===== config.mk =====
export PLATFORM = sky130hd
export DESIGN_NAME = qeciphy_tx_boundary_gen_param
export DESIGN_NICKNAME = d
export VERILOG_FILES = /design/src/rtl/qeciphy_pkg.sv /design/src/rtl/qeciphy_wrap_counter.sv /design/src/rtl/qeciphy_tx_boundary_gen_param.sv
export SDC_FILE = /design/constraint.sdc
export NUM_CORES = 1
export LEC_CHECK = 0
export CELL_PAD_IN_SITES_DETAIL_PLACEMENT = 1
export CELL_PAD_IN_SITES_GLOBAL_PLACEMENT = 2
export CORE_UTILIZATION = 33
export CTS_CLUSTER_SIZE = 8
export DETAILED_ROUTE_END_ITERATION = 7
export PLACE_DENSITY = 0.87
export SLEW_MARGIN = 15
export SYNTH_ARGS = -nofsm -noshare
export SYNTH_HDL_FRONTEND = slang
export SYNTH_SLANG_ARGS = --single-unit

===== constraint.sdc =====
create_clock -name clk_i -period 6.3 [get_ports clk_i]
set_input_delay 1.575 -clock clk_i [delete_from_list [all_inputs] [get_ports clk_i]]
set_output_delay 1.575 -clock clk_i [all_outputs]
set_load 0.005 [all_outputs]

===== src/rtl/qeciphy_pkg.sv =====
// Shared types and helpers for the QECIPHY TX boundary generator.
// Frame layout: slot 0 is the FAW, then CRC_PER_FAW groups of data slots each closed by a CRC slot.
package qeciphy_pkg;

  typedef enum logic [1:0] {
    ST_IDLE  = 2'd0,
    ST_PRIME = 2'd1,
    ST_RUN   = 2'd2
  } bnd_state_e;

  typedef enum logic [1:0] {
    SLOT_FAW  = 2'd0,
    SLOT_CRC  = 2'd1,
    SLOT_DATA = 2'd2
  } slot_kind_e;

  function automatic int qeciphy_faw_period(input int data_per_crc, input int crc_per_faw);
    return 1 + crc_per_faw * (data_per_crc + 1);
  endfunction

  // Slots beyond the last CRC never occur, so the modulo test alone identifies CRC slots.
  function automatic slot_kind_e qeciphy_slot_kind(input int slot, input int data_per_crc);
    if (slot == 0) return SLOT_FAW;
    if ((slot % (data_per_crc + 1)) == 0) return SLOT_CRC;
    return SLOT_DATA;
  endfunction

endpackage


===== src/rtl/qeciphy_wrap_counter.sv =====
// Modulo-MOD counter with enable and synchronous clear; wrap_o flags the enabled step
// from MOD-1 back to 0.
module qeciphy_wrap_counter #(
  parameter  int MOD = 64,
  localparam int W   = (MOD > 1) ? $clog2(MOD) : 1
) (
  input  logic         clk_i,
  input  logic         rst_n_i,
  input  logic         en_i,
  input  logic         clr_i,
  output logic [W-1:0] cnt_o,
  output logic         wrap_o
);

  localparam logic [W-1:0] LAST = W'(MOD - 1);

  logic [W-1:0] cnt_q, cnt_d;

  assign wrap_o = en_i && (cnt_q == LAST);
  assign cnt_o  = cnt_q;

  always_comb begin
    cnt_d = cnt_q;
    if (clr_i)       cnt_d = '0;
    else if (wrap_o) cnt_d = '0;
    else if (en_i)   cnt_d = cnt_q + W'(1);
  end

  always_ff @(posedge clk_i or negedge rst_n_i) begin
    if (!rst_n_i) cnt_q <= '0;
    else          cnt_q <= cnt_d;
  end

endmodule


===== src/rtl/qeciphy_tx_boundary_gen_param.sv =====
// Parametrised TX boundary generator: FAW / CRC / data slot markers with almost-FAW lead,
// stall support, graceful stop at frame end, restart, and a frame counter.
module qeciphy_tx_boundary_gen_param
  import qeciphy_pkg::*;
#(
  parameter  int DATA_PER_CRC = 6,
  parameter  int CRC_PER_FAW  = 9,
  parameter  int ALMOST_LEAD  = 1,
  parameter  int FRAME_CNT_W  = 16,
  localparam int PERIOD       = qeciphy_faw_period(DATA_PER_CRC, CRC_PER_FAW),
  localparam int SLOT_W       = $clog2(PERIOD)
) (
  input  logic                   clk_i,
  input  logic                   rst_n_i,
  input  logic                   enable_i,
  input  logic                   advance_i,
  input  logic                   restart_i,
  output logic                   faw_boundary_o,
  output logic                   almost_faw_boundary_o,
  output logic                   crc_boundary_o,
  output logic                   data_slot_o,
  output logic [SLOT_W-1:0]      slot_idx_o,
  output logic [FRAME_CNT_W-1:0] frame_cnt_o,
  output logic                   active_o
);

  localparam int                PC_W        = $clog2(ALMOST_LEAD + 1);
  localparam logic [PC_W-1:0]   LEAD        = PC_W'(ALMOST_LEAD);
  localparam logic [SLOT_W-1:0] ALMOST_SLOT = SLOT_W'(PERIOD - ALMOST_LEAD);

  if (ALMOST_LEAD < 1 || ALMOST_LEAD > DATA_PER_CRC) begin : g_bad_lead
    $error("ALMOST_LEAD must lie within 1..DATA_PER_CRC");
  end
  if (DATA_PER_CRC < 1 || CRC_PER_FAW < 1) begin : g_bad_geom
    $error("DATA_PER_CRC and CRC_PER_FAW must be at least 1");
  end

  bnd_state_e             state_q, state_d;
  logic [PC_W-1:0]        prime_cnt_q, prime_cnt_d;
  logic                   stop_pending_q, stop_pending_d;
  logic [FRAME_CNT_W-1:0] frame_cnt_q, frame_cnt_d;
  logic                   frame_inc;
  logic                   slot_en, slot_clr, slot_wrap;
  logic [SLOT_W-1:0]      slot;
  slot_kind_e             kind;

  // Restart abandons the frame, so it must not step the slot counter.
  assign slot_en  = (state_q == ST_RUN) && advance_i && !restart_i;
  assign slot_clr = (state_d != ST_RUN);

  qeciphy_wrap_counter #(.MOD(PERIOD)) u_slot_cnt (
    .clk_i   (clk_i),
    .rst_n_i (rst_n_i),
    .en_i    (slot_en),
    .clr_i   (slot_clr),
    .cnt_o   (slot),
    .wrap_o  (slot_wrap)
  );

  always_comb begin
    state_d        = state_q;
    prime_cnt_d    = prime_cnt_q;
    stop_pending_d = stop_pending_q;
    frame_inc      = 1'b0;
    unique case (state_q)
      ST_IDLE: begin
        stop_pending_d = 1'b0;
        if (enable_i && !restart_i) begin
          state_d     = ST_PRIME;
          prime_cnt_d = LEAD;
        end
      end
      ST_PRIME: begin
        if (restart_i) begin
          prime_cnt_d    = LEAD;
          stop_pending_d = !enable_i;
        end else if (!enable_i) begin
          state_d        = ST_IDLE;
          prime_cnt_d    = '0;
          stop_pending_d = 1'b0;
        end else begin
          stop_pending_d = 1'b0;
          if (advance_i) begin
            if (prime_cnt_q == PC_W'(1)) begin
              state_d     = ST_RUN;
              prime_cnt_d = '0;
              frame_inc   = 1'b1;
            end else begin
              prime_cnt_d = prime_cnt_q - PC_W'(1);
            end
          end
        end
      end
      ST_RUN: begin
        if (restart_i) begin
          state_d        = ST_PRIME;
          prime_cnt_d    = LEAD;
          stop_pending_d = !enable_i;
        end else begin
          // A stop decided on the final advance of the frame still lands in IDLE.
          stop_pending_d = !enable_i;
          if (slot_wrap) begin
            if (!enable_i) begin
              state_d        = ST_IDLE;
              stop_pending_d = 1'b0;
            end else begin
              frame_inc = 1'b1;
            end
          end
        end
      end
      default: begin
        state_d        = ST_IDLE;
        prime_cnt_d    = '0;
        stop_pending_d = 1'b0;
      end
    endcase
    frame_cnt_d = frame_inc ? frame_cnt_q + FRAME_CNT_W'(1) : frame_cnt_q;
  end

  always_ff @(posedge clk_i or negedge rst_n_i) begin
    if (!rst_n_i) begin
      state_q        <= ST_IDLE;
      prime_cnt_q    <= '0;
      stop_pending_q <= 1'b0;
      frame_cnt_q    <= '0;
    end else begin
      state_q        <= state_d;
      prime_cnt_q    <= prime_cnt_d;
      stop_pending_q <= stop_pending_d;
      frame_cnt_q    <= frame_cnt_d;
    end
  end

  assign kind = qeciphy_slot_kind(int'(slot), DATA_PER_CRC);

  assign faw_boundary_o        = (state_q == ST_RUN) && (kind == SLOT_FAW);
  assign crc_boundary_o        = (state_q == ST_RUN) && (kind == SLOT_CRC);
  assign data_slot_o           = (state_q == ST_RUN) && (kind == SLOT_DATA);
  assign almost_faw_boundary_o = ((state_q == ST_PRIME) && (prime_cnt_q == LEAD)) ||
                                 ((state_q == ST_RUN) && (slot == ALMOST_SLOT) && !stop_pending_q);
  assign slot_idx_o            = slot;
  assign frame_cnt_o           = frame_cnt_q;
  assign active_o              = (state_q == ST_PRIME) || (state_q == ST_RUN);

endmodule

==> qor.yml, run 1 <==
postCtsHoldBufs: 0
netlist_area_mm2: 0.00253
synth_top_area_frac: 0.257
place_congestion: 0.826
slew_headroom: 0.532
wirelength_mm: 7.42
antenna_found_initial: 0
vias: 2499
first_iter_violations: 98
layout.nets: 364
synth.distinct_cells: 67
io_pins: 32
netlist_top_cells_count: "36 x nand2_1, 26 x dfrtp_1, 25 x nor2_1"
status: "finished, final reports clean"
drive_gt1_frac: 0.128
grt-busiest-layer: "met2"
drt_pass1_iterations: 4
fmax_ghz: 0.165
grt_use_met3: 0.0111
grt_usage: 0.201
end_kind: "output pin"
async_flop_share: 1.00
p_total_mw: 0.471
syn_inst: 313
max-vdd-ir-drop_v: 0.000199
wl_per_cell_um: 16.7
p_leak_nw: 1.23
postRouteAntennaNets: 0
arrival_ps: 4480
finalHoldViolCount: 0
drcViolationCount: 0
period_needed_ps: 6050
io_buffer_count: 31
die_area_mm2: 0.00802
use_met1: 0.260
yosys.area.top_type: "dfrtp_1"
clock_skew_ps: 4.09
syn_nets: 331
root_buffer: "clkbuf_8"
hold_slack_ps: 487
synth_flop_cell: "dfrtp_1"
yosys_warnings: 0
synth_area_leaders: "dfrtp_1 26%, ha_1 6.4%, xnor2_1 5.5%"
cts_tree: "built"
finalSetupViolCount: 0
postSynthAreaPerCell_um2: 8.08
hpwl_mm: 5.71
cp-start-kind: "flop"
grt_use_met2: 0.366
path_clk_slew_ps: 100
cts.path.max_buffers: 2
finalCritPeriodShare: 0.961
hold_path.class: "reg2reg"
clkLatencyLatePin_ps: 280
htreeDepth: 1
die_w_um: 89.6
critPathKind: "reg2out"
grt_pass1_vias: 2555
diodes: 0
vias_per_cell: 5.63
tightestPinTransition_ps: 698
crit_required_ps: 4720
fp.dieH_um: 89.6
seq_area_frac_synth: 0.257
cap_viol_max_count: 0
synth_edf_count: 0
grt_max_degree: 27
synth.most_common_cell: "nand2_1"
grt_pass1_wl_mm: 12.5
ys_ff_latch: 26
cts_buffers: 3
overflow: 0
start_util: 0.345
cp_max_fo: 14
syn_to_final_growth_pct: 22.4
powerDensity_mw_per_mm2: 152
rows: 31
core_area_mm2: 0.00733
clock_sinks: 26
maxSlewViolCount: 0
## cell type report
class	instances	area, um2
inverter	12	45.0
multi-input combinational	261	1810
timing repair buffer	42	393
clock inverter	1	30.0
sequential	26	653
tap	99	124
fill	854	4240
clock buffer	3	41.3
## where the power goes
group | switching (mW) | leakage [nW] | internal [mW]
registers | 0.0162 | 0.354 | 0.181
clock network | 0.0575 | 0.0357 | 0.0851
logic | 0.0670 | 0.836 | 0.0649
## worst max-delay path: stages (launching register included)
cell and delay, ps:
dfrtp_1 410, ha_2 240, ha_1 220, buf_4 200
o21a_1 250, o21ai_2 170, nand2_2 110, a21oi_4 180
ha_4 180, o2111a_2 270, and4b_2 300, xnor2_2 150
inv_1 60, ha_1 260, nand2b_1 170, a211oi_2 190
o211a_1 180, and3b_1 160, clkdlybuf4s50_1 500
## state kept, by name, indices dropped and copies added, names as in the netlist
signal,flops
frame_cnt_o,16
u_slot_cnt.cnt_o,6
state_q,2
prime_cnt_q,1
stop_pending_q,1
## routing by layer
layer	share of wire	wire (um)
met3	0.018	131
met1	0.47	3470
met2	0.51	3760
met4	0.0086	64
met5	0	0
## layout by cell type (no fill, tap or decap), types with 6 or more instances in the layout
cell             synthesis  layout
nand2_1                 36      35
clkdlybuf4s50_1          0      31
nor2_1                  25      25
dfrtp_1                 26      24
a21oi_1                 17      16
o21ai_0                 16      15
xnor2_1                 16      15
nor3_1                  12      12
nand3_1                 12      12
inv_1                   12      11
ha_1                    13      11
buf_4                    1      11
nor2b_1                  7       7
xor2_1                   6       6
a31oi_1                  6       6
nand4_1                  6       6
## final timing paths
path | from | to | slack [ps] | cells after the start
max in group asynchronous | rst_n_i | u_slot_cnt.cnt_o[0]$_DFFE_PN0P_ | 4360 | 2
worst min register to register | frame_cnt_o[15]$_DFFE_PN0P_ | frame_cnt_o[15]$_DFFE_PN0P_ | 490 | 1
min in group asynchronous | rst_n_i | frame_cnt_o[8]$_DFFE_PN0P_ | 1660 | 2
worst max register to register | u_slot_cnt.cnt_o[5]$_DFFE_PN0P_ | frame_cnt_o[11]$_DFFE_PN0P_ | 3310 | 11
worst min-delay path | frame_cnt_o[15]$_DFFE_PN0P_ | frame_cnt_o[15]$_DFFE_PN0P_ | 490 | 1
worst max-delay path | u_slot_cnt.cnt_o[3]$_DFFE_PN0P_ | crc_boundary_o | 250 | 18
## through the flow
stage	cell area [um2]	utilization	instances	setup slack, ps	setup TNS, ps
finish	3100	0.422	444	246	0
global route	3100	0.422	444	-14.7	-14.7
CTS	3030	0.414	443	2.54	0
detailed placement	2960	0.403	439	162	0
global placement	2960	0.403	439	338	0
floorplan	2530	-	313	903	0
## what timing repair did
action,in CTS,in global routing
setup buffers,0,1
setup endpoints to repair,2,2
pin swaps,0,1
resized for setup,4,13
## logic make-up after synthesis
kind of cell	after synthesis	synth area share
adders and majority gates	13	0.0643
muxes	6	0.0297
buffers and inverters	26	0.0504
xor gates and xnor gates	22	0.0762
and+or+nand+nor	138	0.291
DFF	26	0.257
AOI/OAI and AO/OA	82	0.231
Power figures use the tool's default switching activity.
==> inputs of run 2 (changes only) <==
--- a/config.mk
+++ b/config.mk
@@ -15,3 +15,4 @@
 export SYNTH_ARGS = -nofsm -noshare
 export SYNTH_HDL_FRONTEND = slang
 export SYNTH_SLANG_ARGS = --single-unit
+export TNS_END_PERCENT = 5
==> results of run 2 <==
No change in the layout: final DEF, timing and power equal those of run 1.
